## config.mk

```make
export PLATFORM = sky130hd
export DESIGN_NAME = mips_fetch_ctrl_flat
export DESIGN_NICKNAME = d
export VERILOG_FILES = /design/src/rtl/mips_fetch_ctrl_if.sv /design/src/rtl/mips_fetch_ctrl.sv /design/src/flat_wrapper.sv
export SDC_FILE = /design/constraint.sdc
export NUM_CORES = 1
export LEC_CHECK = 0
export ABC_AREA = 1
export CAP_MARGIN = 10
export CORE_MARGIN = 2
export CORE_UTILIZATION = 25
export CTS_CLUSTER_SIZE = 14
export DETAILED_ROUTE_END_ITERATION = 10
export SLEW_MARGIN = 25
export SYNTH_ARGS = -nofsm -noshare
export SYNTH_HDL_FRONTEND = slang
export SYNTH_SLANG_ARGS = --single-unit
```

## constraint.sdc

```tcl
create_clock -name CLK -period 3.66 [get_ports CLK]
set_input_delay 1.098 -clock CLK [delete_from_list [all_inputs] [get_ports CLK]]
set_output_delay 1.098 -clock CLK [all_outputs]
set_load 0.01 [all_outputs]
```

## src/rtl/mips_fetch_ctrl_if.sv

```systemverilog
// mips_fetch_ctrl_if: bus bundle between the fetch controller and the
// PC register, instruction memory, hazard and branch logic.
//   master : fetch controller (drives PCWrite/PCin, IMEM_REQ, pipe ctrl,
//            STALL_CNT; receives PCout, IMEM_READY, hazard/redirect info)
//   slave  : surrounding pipeline (opposite directions)
interface mips_fetch_ctrl_if #(
    parameter int CNT_W = 16
);
    logic [31:0]      PCout;
    logic             IMEM_READY;
    logic [4:0]       IF_ID_Rs;
    logic [4:0]       IF_ID_Rt;
    logic             ID_EX_MemRead;
    logic [4:0]       ID_EX_Rt;
    logic             JumpID;
    logic [31:0]      JumpTarget;
    logic             BranchEX;
    logic [31:0]      BranchTarget;

    logic             PCWrite;
    logic [31:0]      PCin;
    logic             IMEM_REQ;
    logic             IF_ID_Write;
    logic             IF_ID_Flush;
    logic             ID_EX_Flush;
    logic [CNT_W-1:0] STALL_CNT;

    modport master (
        input  PCout,
        input  IMEM_READY,
        input  IF_ID_Rs,
        input  IF_ID_Rt,
        input  ID_EX_MemRead,
        input  ID_EX_Rt,
        input  JumpID,
        input  JumpTarget,
        input  BranchEX,
        input  BranchTarget,
        output PCWrite,
        output PCin,
        output IMEM_REQ,
        output IF_ID_Write,
        output IF_ID_Flush,
        output ID_EX_Flush,
        output STALL_CNT
    );

    modport slave (
        output PCout,
        output IMEM_READY,
        output IF_ID_Rs,
        output IF_ID_Rt,
        output ID_EX_MemRead,
        output ID_EX_Rt,
        output JumpID,
        output JumpTarget,
        output BranchEX,
        output BranchTarget,
        input  PCWrite,
        input  PCin,
        input  IMEM_REQ,
        input  IF_ID_Write,
        input  IF_ID_Flush,
        input  ID_EX_Flush,
        input  STALL_CNT
    );
endinterface

```

## src/rtl/mips_fetch_ctrl.sv

```systemverilog
// mips_fetch_ctrl: fetch-stage controller. Sequences boot, sequential
// fetch, load-use stalls, jump/branch redirects and imem waits.
// Ports: CLK, RESET (async active-low), bus (mips_fetch_ctrl_if.master)
//   carrying PCout/IMEM_READY/hazard/redirect inputs and PCWrite/PCin,
//   IMEM_REQ, IF/ID + ID/EX controls and the saturating STALL_CNT.
module mips_fetch_ctrl #(
    parameter logic [31:0] RESET_PC = 32'h0000_0000,
    parameter int          CNT_W    = 16
) (
    input  logic              CLK,
    input  logic              RESET,
    mips_fetch_ctrl_if.master bus
);

    typedef enum logic [1:0] {
        BOOT = 2'd0,
        RUN  = 2'd1,
        HOLD = 2'd2
    } state_e;

    state_e           state_q, state_d;
    logic [31:0]      pend_q, pend_d;
    logic [CNT_W-1:0] cnt_q, cnt_d;

    logic        lu;
    logic [31:0] pc_seq;
    logic        pc_write;
    logic [31:0] pc_in;
    logic        imem_req;
    logic        if_id_write;
    logic        if_id_flush;
    logic        id_ex_flush;

    assign pc_seq = bus.PCout + 32'd4;

    // $zero is never a real dependency, so a load into r0 cannot stall
    assign lu = bus.ID_EX_MemRead
              && (bus.ID_EX_Rt != 5'd0)
              && ((bus.ID_EX_Rt == bus.IF_ID_Rs)
               || (bus.ID_EX_Rt == bus.IF_ID_Rt));

    always_comb begin
        state_d     = state_q;
        pend_d      = pend_q;
        imem_req    = 1'b1;
        if_id_write = 1'b1;
        pc_write    = 1'b0;
        if_id_flush = 1'b0;
        id_ex_flush = 1'b0;
        pc_in       = pc_seq;
        unique case (state_q)
            BOOT: begin
                imem_req    = 1'b0;
                if_id_write = 1'b0;
                if_id_flush = 1'b1;
                id_ex_flush = 1'b1;
                pc_write    = 1'b1;
                pc_in       = RESET_PC;
                state_d     = RUN;
            end
            RUN: begin
                if (bus.BranchEX) begin
                    if_id_flush = 1'b1;
                    id_ex_flush = 1'b1;
                    if (bus.IMEM_READY) begin
                        pc_write = 1'b1;
                        pc_in    = bus.BranchTarget;
                    end else begin
                        pend_d  = bus.BranchTarget;
                        state_d = HOLD;
                    end
                end else if (lu) begin
                    // a concurrent jump stays in ID and retries next cycle
                    if_id_write = 1'b0;
                    id_ex_flush = 1'b1;
                end else if (bus.JumpID) begin
                    if_id_flush = 1'b1;
                    if (bus.IMEM_READY) begin
                        pc_write = 1'b1;
                        pc_in    = bus.JumpTarget;
                    end else begin
                        pend_d  = bus.JumpTarget;
                        state_d = HOLD;
                    end
                end else if (bus.IMEM_READY) begin
                    pc_write = 1'b1;
                end else begin
                    if_id_flush = 1'b1;
                end
            end
            HOLD: begin
                // wrong-path fetch still in flight; only a newer
                // branch may replace the pending target
                if_id_flush = 1'b1;
                pc_in       = pend_q;
                if (bus.BranchEX) begin
                    pend_d      = bus.BranchTarget;
                    id_ex_flush = 1'b1;
                end
                if (bus.IMEM_READY) begin
                    pc_write = 1'b1;
                    pc_in    = bus.BranchEX ? bus.BranchTarget : pend_q;
                    state_d  = RUN;
                end
            end
            default: begin
                state_d = BOOT;
            end
        endcase
    end

    always_comb begin
        cnt_d = cnt_q;
        if ((state_q != BOOT) && !pc_write
            && (cnt_q != {CNT_W{1'b1}})) begin
            cnt_d = cnt_q + {{(CNT_W-1){1'b0}}, 1'b1};
        end
    end

    always_ff @(posedge CLK or negedge RESET) begin
        if (!RESET) begin
            state_q <= BOOT;
            pend_q  <= RESET_PC;
            cnt_q   <= '0;
        end else begin
            state_q <= state_d;
            pend_q  <= pend_d;
            cnt_q   <= cnt_d;
        end
    end

    assign bus.PCWrite     = pc_write;
    assign bus.PCin        = pc_in;
    assign bus.IMEM_REQ    = imem_req;
    assign bus.IF_ID_Write = if_id_write;
    assign bus.IF_ID_Flush = if_id_flush;
    assign bus.ID_EX_Flush = id_ex_flush;
    assign bus.STALL_CNT   = cnt_q;

endmodule

```

## src/flat_wrapper.sv

```systemverilog
// flat-port wrapper written by rule: the top's interface ports become plain ports
module mips_fetch_ctrl_flat 
#(
    parameter logic [31:0] RESET_PC = 32'h0000_0000,
    parameter int          CNT_W    = 16
)
  (CLK, RESET, bus_PCout, bus_IMEM_READY, bus_IF_ID_Rs, bus_IF_ID_Rt, bus_ID_EX_MemRead, bus_ID_EX_Rt, bus_JumpID, bus_JumpTarget, bus_BranchEX, bus_BranchTarget, bus_PCWrite, bus_PCin, bus_IMEM_REQ, bus_IF_ID_Write, bus_IF_ID_Flush, bus_ID_EX_Flush, bus_STALL_CNT);
  mips_fetch_ctrl_if #(.CNT_W(CNT_W)) bus_i ();
  input  logic CLK;
  input  logic RESET;
  input wire logic [$bits(bus_i.PCout)-1:0] bus_PCout;
  input wire logic [$bits(bus_i.IMEM_READY)-1:0] bus_IMEM_READY;
  input wire logic [$bits(bus_i.IF_ID_Rs)-1:0] bus_IF_ID_Rs;
  input wire logic [$bits(bus_i.IF_ID_Rt)-1:0] bus_IF_ID_Rt;
  input wire logic [$bits(bus_i.ID_EX_MemRead)-1:0] bus_ID_EX_MemRead;
  input wire logic [$bits(bus_i.ID_EX_Rt)-1:0] bus_ID_EX_Rt;
  input wire logic [$bits(bus_i.JumpID)-1:0] bus_JumpID;
  input wire logic [$bits(bus_i.JumpTarget)-1:0] bus_JumpTarget;
  input wire logic [$bits(bus_i.BranchEX)-1:0] bus_BranchEX;
  input wire logic [$bits(bus_i.BranchTarget)-1:0] bus_BranchTarget;
  output wire logic [$bits(bus_i.PCWrite)-1:0] bus_PCWrite;
  output wire logic [$bits(bus_i.PCin)-1:0] bus_PCin;
  output wire logic [$bits(bus_i.IMEM_REQ)-1:0] bus_IMEM_REQ;
  output wire logic [$bits(bus_i.IF_ID_Write)-1:0] bus_IF_ID_Write;
  output wire logic [$bits(bus_i.IF_ID_Flush)-1:0] bus_IF_ID_Flush;
  output wire logic [$bits(bus_i.ID_EX_Flush)-1:0] bus_ID_EX_Flush;
  output wire logic [$bits(bus_i.STALL_CNT)-1:0] bus_STALL_CNT;
  assign bus_i.PCout = bus_PCout;
  assign bus_i.IMEM_READY = bus_IMEM_READY;
  assign bus_i.IF_ID_Rs = bus_IF_ID_Rs;
  assign bus_i.IF_ID_Rt = bus_IF_ID_Rt;
  assign bus_i.ID_EX_MemRead = bus_ID_EX_MemRead;
  assign bus_i.ID_EX_Rt = bus_ID_EX_Rt;
  assign bus_i.JumpID = bus_JumpID;
  assign bus_i.JumpTarget = bus_JumpTarget;
  assign bus_i.BranchEX = bus_BranchEX;
  assign bus_i.BranchTarget = bus_BranchTarget;
  assign bus_PCWrite = bus_i.PCWrite;
  assign bus_PCin = bus_i.PCin;
  assign bus_IMEM_REQ = bus_i.IMEM_REQ;
  assign bus_IF_ID_Write = bus_i.IF_ID_Write;
  assign bus_IF_ID_Flush = bus_i.IF_ID_Flush;
  assign bus_ID_EX_Flush = bus_i.ID_EX_Flush;
  assign bus_STALL_CNT = bus_i.STALL_CNT;
  mips_fetch_ctrl #(.RESET_PC(RESET_PC), .CNT_W(CNT_W)) u_core (.CLK(CLK), .RESET(RESET), .bus(bus_i));
endmodule
```

==> impl_metrics.yaml, run 1 <==
final_layout:
  final_cell_mix: "298 x nand2_1, 147 x buf_4, 124 x nand3_1, 102 x o21ai_0, 80 x clkdlybuf4s50_1"
  mostFrequentLayoutCell: "nand2_1"
  syn2layout_area_growth_pct: 67.48
  drive_above_1_share: 0.3274
  final_util: 0.4227
  finalNetCount: 1529
power:
  power.internal_mw: 1.925
  finalPower_mw: 3.495
  p_switching_mw: 1.570
  power.leakage_nw: 4.797
  seq_power_share: 0.275
  ir_worst_vdd_mv: 0.2522
  p_clk_frac: 0.168
  switching_share: 0.4492
  power_frac_comb: 0.557
  power_density_mw_per_mm2: 332.2
drt:
  postRouteAntennaNets: 0
  drc: 0
  drtIter0Drc: 896
  num_vias: 8722
  via_per_inst: 5.007
  routed_wirelength_mm: 28.36
  firstDrtPassIters: 6
  wl_per_cell_um: 16.28
setup_path:
  critPathCaptureType: "output port"
  arrival_ps: 2600
  cp_slowest_cell: "clkdlybuf4s15_1"
  crit_family: "buffers and inverters"
  worst-path-buf-inv: 4
  cp-start-kind: "input pin"
  max_stage_delay_ps: 200
  worstPathMaxFanout: 4
  cp_cell_sequence: "clkdlybuf4s15_1 -> xnor2_2 -> nand3_2 -> nand2_4 -> buf_6 -> nand3_4 -> buf_6 -> o21a_1 -> nand2_1 -> nand3_2 -> buf_6"
  path_common_cell: "buf_6"
  worstPathRequired_ps: 2560
  worstSetupPathType: "input pin to output port"
die:
  num_io_pins: 170
  rows: 58
  start_util: 0.2524
  core_mm2: 0.02489
  die_area_mm2: 0.02641
  die_w_um: 162.5
  die_h_um: 162.5
timing:
  drv_slew: 0
  min_period_over_period: 1.012
  rsz0062_at_grt: "true"
  min_period_ps: 3703
  worst_pin_slew_ps: 753.2
  holdWs_ps: 512.6
  slew-limit-headroom: 0.4979
  timing.fmax_mhz: 270.1
  hold_violations: 0
  finalSetupViolCount: 1
  finalClockSkew_ps: 6.895
  fin_ws_ps: -42.68
global_routing:
  overflow: 0
  grt_pass1_vias: 8062
  antenna_found_initial: 1
  grt_max_degree: 49
  grt_pass1_wl_mm: 43.76
  track_usage: 0.2087
placed_design:
  dp_hpwl_mm: 21.59
  place.port_buffers: 169
  dp_slack_ps: -1064
  gp_congestion: 0.9439
yosys:
  avgSynthCellArea_um2: 5.609
  netlist_area_mm2: 0.006282
  ys_async_sr_fraction: 1.000
  synth_ff_type: "dfrtp_1"
  synthesis.nets: 1239
  muxShareOfSynthArea: 0
  yosys_warnings: 0
  synthSimpleGateAreaFrac: 0.4511
  synth_edf_count: 0
  synth-seq-area-share: 0.1992
  yosys.area_share.adder: 0.003983
  synth_compound_area_frac: 0.2055
  synth_xor_area_frac: 0.04182
  synth-seq-cells: 50
  syn_inst: 1120
  yosysUniqueCellTypes: 41
  synth_top_family_by_area: "simple AND/OR/NAND/NOR gates"
clock_tree:
  clkSlewWorstSetupHoldPaths_ps: 80
  cts.sinks: 50
  ctsLongestPathBuffers: 2
  cts_tree: "done"
  cts_hold_buf: 0
  clk_latency_ps: 310
  cts_max_level: 2
  cts-root-buf: "clkbuf_16"
  numCtsBuffers: 5
status:
  violations: "negative setup slack"
  outcome: "complete, but fails checks"
job:
  cap_violations: 0
worst_hold_path:
  hold_class: "register to register"
[stage by stage]
step | instances | area [um^2] | setup TNS [ps]
after floorplan | 1120 | 6282 | 0
after global placement | 1713 | 9384 | -30440
after detailed placement | 1713 | 9384 | -31310
after CTS | 1736 | 10060 | -23.67
after global routing | 1742 | 10520 | -453.4
final | 1742 | 10520 | -42.68
[power by group through the flow]
stage          clock (mW)  combinational [mW]  sequential, mW
2_1_floorplan           0               0.955           0.917
3_3_place_gp            0                1.87           0.951
3_5_place_dp            0                1.89           0.954
4_1_cts             0.605                1.86           0.951
5_1_grt             0.622                2.12           0.989
6_report            0.587                1.95           0.960
[state kept, by name (all words and copies together) (netlist names)]
register,flops
u_core.state_q,2
u_core.bus.STALL_CNT,16
u_core.pend_q,32
[cells by family after synthesis]
group                      after synthesis
adders and majority gates                2
xor gates and xnor gates                30
buffers and inverters                  156
AOI/OAI and AO/OA                      224
and+or+nand+nor                        658
DFF                                     50
[synth_stat cells (9+ instances only)]
| cell | instances | area share |
|---|---|---|
| nand2_1 | 366 | 0.22 |
| nand3_1 | 151 | 0.12 |
| o21ai_0 | 112 | 0.089 |
| nor2_1 | 92 | 0.055 |
| inv_1 | 86 | 0.051 |
| dfrtp_1 | 50 | 0.20 |
| clkbuf_1 | 42 | 0.025 |
| a21oi_1 | 36 | 0.029 |
| a21boi_0 | 30 | 0.036 |
| a31oi_1 | 29 | 0.029 |
| xor2_1 | 21 | 0.029 |
| nand3b_1 | 18 | 0.022 |
| buf_1 | 11 | 0.0066 |
| nand4_1 | 9 | 0.0090 |
| xnor2_1 | 9 | 0.013 |
[final cells by class]
type,count,area (um^2)
tap,330,412.9
timing repair buffer,347,3060
multi-input combinational,914,5253
fill,2587,14370
sequential,50,1251
clock buffer,5,125.1
clock inverter,3,48.80
antenna,1,2.502
inverter,92,367.9
[routing by layer]
layer,part of all wire,GRT usage,vias up
li1,-,-,4293
met1,0.43,0.2764,3977
met2,0.47,0.3505,387
met3,0.072,0.03540,65
met4,0.029,0.05712,0
met5,0,0,-
[tightest hold or removal path, delay by kind of cell, from the launching register on]
family,cells,cell delay (ps)
AOI/OAI and AO/OA,1,60
and+or+nand+nor,1,50
DFF,1,370
[worst paths after layout]
kind | endpoint | slack (ps) | start | depth (start not counted)
setup / recovery | bus_PCin[17] | -40 | bus_IF_ID_Rs[4] | 11
hold / removal | u_core.pend_q[26] | 510 | u_core.pend_q[26] | 2
setup reg to reg | u_core.bus.STALL_CNT[14] | 1320 | u_core.bus.STALL_CNT[0] | 8
hold reg to reg | u_core.pend_q[26] | 510 | u_core.pend_q[26] | 2
max in group asynchronous | u_core.pend_q[0] | 2220 | RESET | 2
min in group asynchronous | u_core.pend_q[11] | 780 | RESET | 1
[timing repair]
item | CTS | global route
setup endpoints to repair | 36 | 36
pin swaps | 85 | 89
buffers inserted | 14 | 5
cloned | 1 | 0
gates resized for setup | 429 | 187
No activity file was read; power rests on OpenSTA's default activity.
==> run 2: changes to the inputs <==
CORE_UTILIZATION = 50   (was 25)
PLACE_DENSITY = 0.82   (was unset)
==> impl_metrics.yaml, run 2 (synthesis results as in run 1) <==
placed_design:
  dp_hpwl_mm: 18.81
  dp_slack_ps: -1019
  gp_congestion: 0.9799
  place.port_buffers: 169
drt:
  postRouteAntennaNets: 0
  num_vias: 9501
  wl_per_cell_um: 18.49
  drc: 0
  firstDrtPassIters: 9
  drtIter0Drc: 1437
  routed_wirelength_mm: 28.88
  via_per_inst: 6.083
clock_tree:
  cts_max_level: 2
  clkSlewWorstSetupHoldPaths_ps: 70
  cts_hold_buf: 0
  cts-root-buf: "clkbuf_16"
  cts.sinks: 50
  numCtsBuffers: 5
  clk_latency_ps: 310
  cts_tree: "done"
  ctsLongestPathBuffers: 2
final_layout:
  largest_reg_flops: 32
  final_cell_mix: "305 x nand2_1, 142 x buf_4, 113 x nand3_1, 106 x o21ai_0, 80 x clkdlybuf4s50_1"
  largest_register: "u_core.pend_q"
  finalNetCount: 1512
  drive_above_1_share: 0.3113
  n_fill_cell: 829
  mostFrequentLayoutCell: "nand2_1"
  diodes: 0
  syn2layout_area_growth_pct: 60.49
timing:
  hold_violations: 0
  slew-limit-headroom: 0.5292
  rsz0062_at_grt: "true"
  min_period_over_period: 1.031
  drv_slew: 0
  worst_pin_slew_ps: 706.2
  finalSetupViolCount: 13
  holdWs_ps: 519.7
  finalClockSkew_ps: 9.184
  fin_ws_ps: -113.8
  timing.fmax_mhz: 265.0
  min_period_ps: 3774
die:
  die_h_um: 116.1
  core_mm2: 0.01216
  die_w_um: 116.1
  die_area_mm2: 0.01348
  start_util: 0.5166
  rows: 40
  num_io_pins: 170
global_routing:
  track_usage: 0.3770
  grt_max_degree: 51
  grt_pass1_wl_mm: 40.23
  antenna_found_initial: 0
  grt_pass1_vias: 8080
  overflow: 0
job:
  cap_violations: 0
worst_hold_path:
  hold_class: "register to register"
  holdPathStages: 2
  hold_start: "u_core.pend_q[17]"
  worstHoldEndpoint: "u_core.pend_q[17]"
setup_path:
  reg2regPathDepth: 8
  critPathCaptureType: "output port"
  r2r-start: "u_core.bus.STALL_CNT[0]"
  worstPathRequired_ps: 2560
  reg2reg_to: "u_core.bus.STALL_CNT[0]"
  worstPathMaxFanout: 3
  cp-start-kind: "input pin"
  worstSetupPathType: "input pin to output port"
  arrival_ps: 2680
  r2r_slack_ps: 1330
status:
  outcome: "complete, but fails checks"
  violations: "negative setup slack"
power:
  power.leakage_nw: 4.723
  power_density_mw_per_mm2: 337.3
  ir_worst_vdd_mv: 0.2007
## run 2: through the flow
step / area [um^2] / setup TNS [ps] / instances / util / power (mW)
after floorplan: 6282 / 0 / 1120 / - / 1.872
after global routing: 10080 / -1927 / 1562 / 0.8290 / 3.594
after global placement: 8991 / -28630 / 1534 / 0.7393 / 2.725
final: 10080 / -416.9 / 1562 / 0.8290 / 3.401
after detailed placement: 8991 / -29240 / 1534 / 0.7393 / 2.769
after CTS: 9624 / -111.7 / 1556 / 0.7914 / 3.220
## run 2: repair_timing
item | in CTS | in global routing
buffers inserted | 12 | 7
pin swaps | 73 | 78
cloned | 2 | 1
resized for setup | 385 | 197
setup endpoints to repair | 36 | 36
## run 2: final cells by class
cell class,instances,area (um^2),area share
Multi-Input combinational cell,914,5280,0.5237
Clock buffer,5,125.1,0.01241
Timing Repair Buffer,330,2819,0.2796
Inverter,92,367.9,0.03649
Tap cell,168,210.2,0.02085
Clock inverter,3,28.78,0.002854
Sequential cell,50,1251,0.1241
## run 2: metal layers
layer | global-route usage | routed length [um] | vias to the layer above
li1 | - | - | 4250
met5 | 0 | 0 | -
met1 | 0.5079 | 10910 | 4295
met4 | 0.1190 | 1568 | 0
met2 | 0.6324 | 13220 | 773
met3 | 0.04826 | 3185 | 183
## run 2: power breakdown
part | internal, mW | leakage [nW] | switching (mW)
registers | 0.748 | 0.638 | 0.222
clock network | 0.263 | 0.0763 | 0.241
logic | 0.801 | 4.01 | 1.13
total | 1.81 | 4.72 | 1.59
## run 2: worst max-delay path by stage
stage             startpoint      endpoint  slack (ps)  depth (start not counted)
5_1_grt        bus_PCout[10]  bus_PCin[26]        -180                         15
4_1_cts        bus_PCout[10]  bus_PCin[18]         -30                         13
6_report        bus_PCout[2]  bus_PCin[23]        -110                         12
2_1_floorplan   bus_PCout[2]  bus_PCin[26]         170                         12
3_5_place_dp    bus_PCout[3]  bus_PCin[26]       -1020                         15
3_3_place_gp    bus_PCout[3]  bus_PCin[26]        -940                         15
## run 2: critical path, cell delays in order
cell,delay [ps]
buf_8,80
buf_4,120
nand3_2,120
nor2_4,150
nand2_2,110
nor2_4,180
xor2_4,210
nand2_1,90
o21ai_0,100
nand2_1,130
nand3b_1,130
buf_2,150
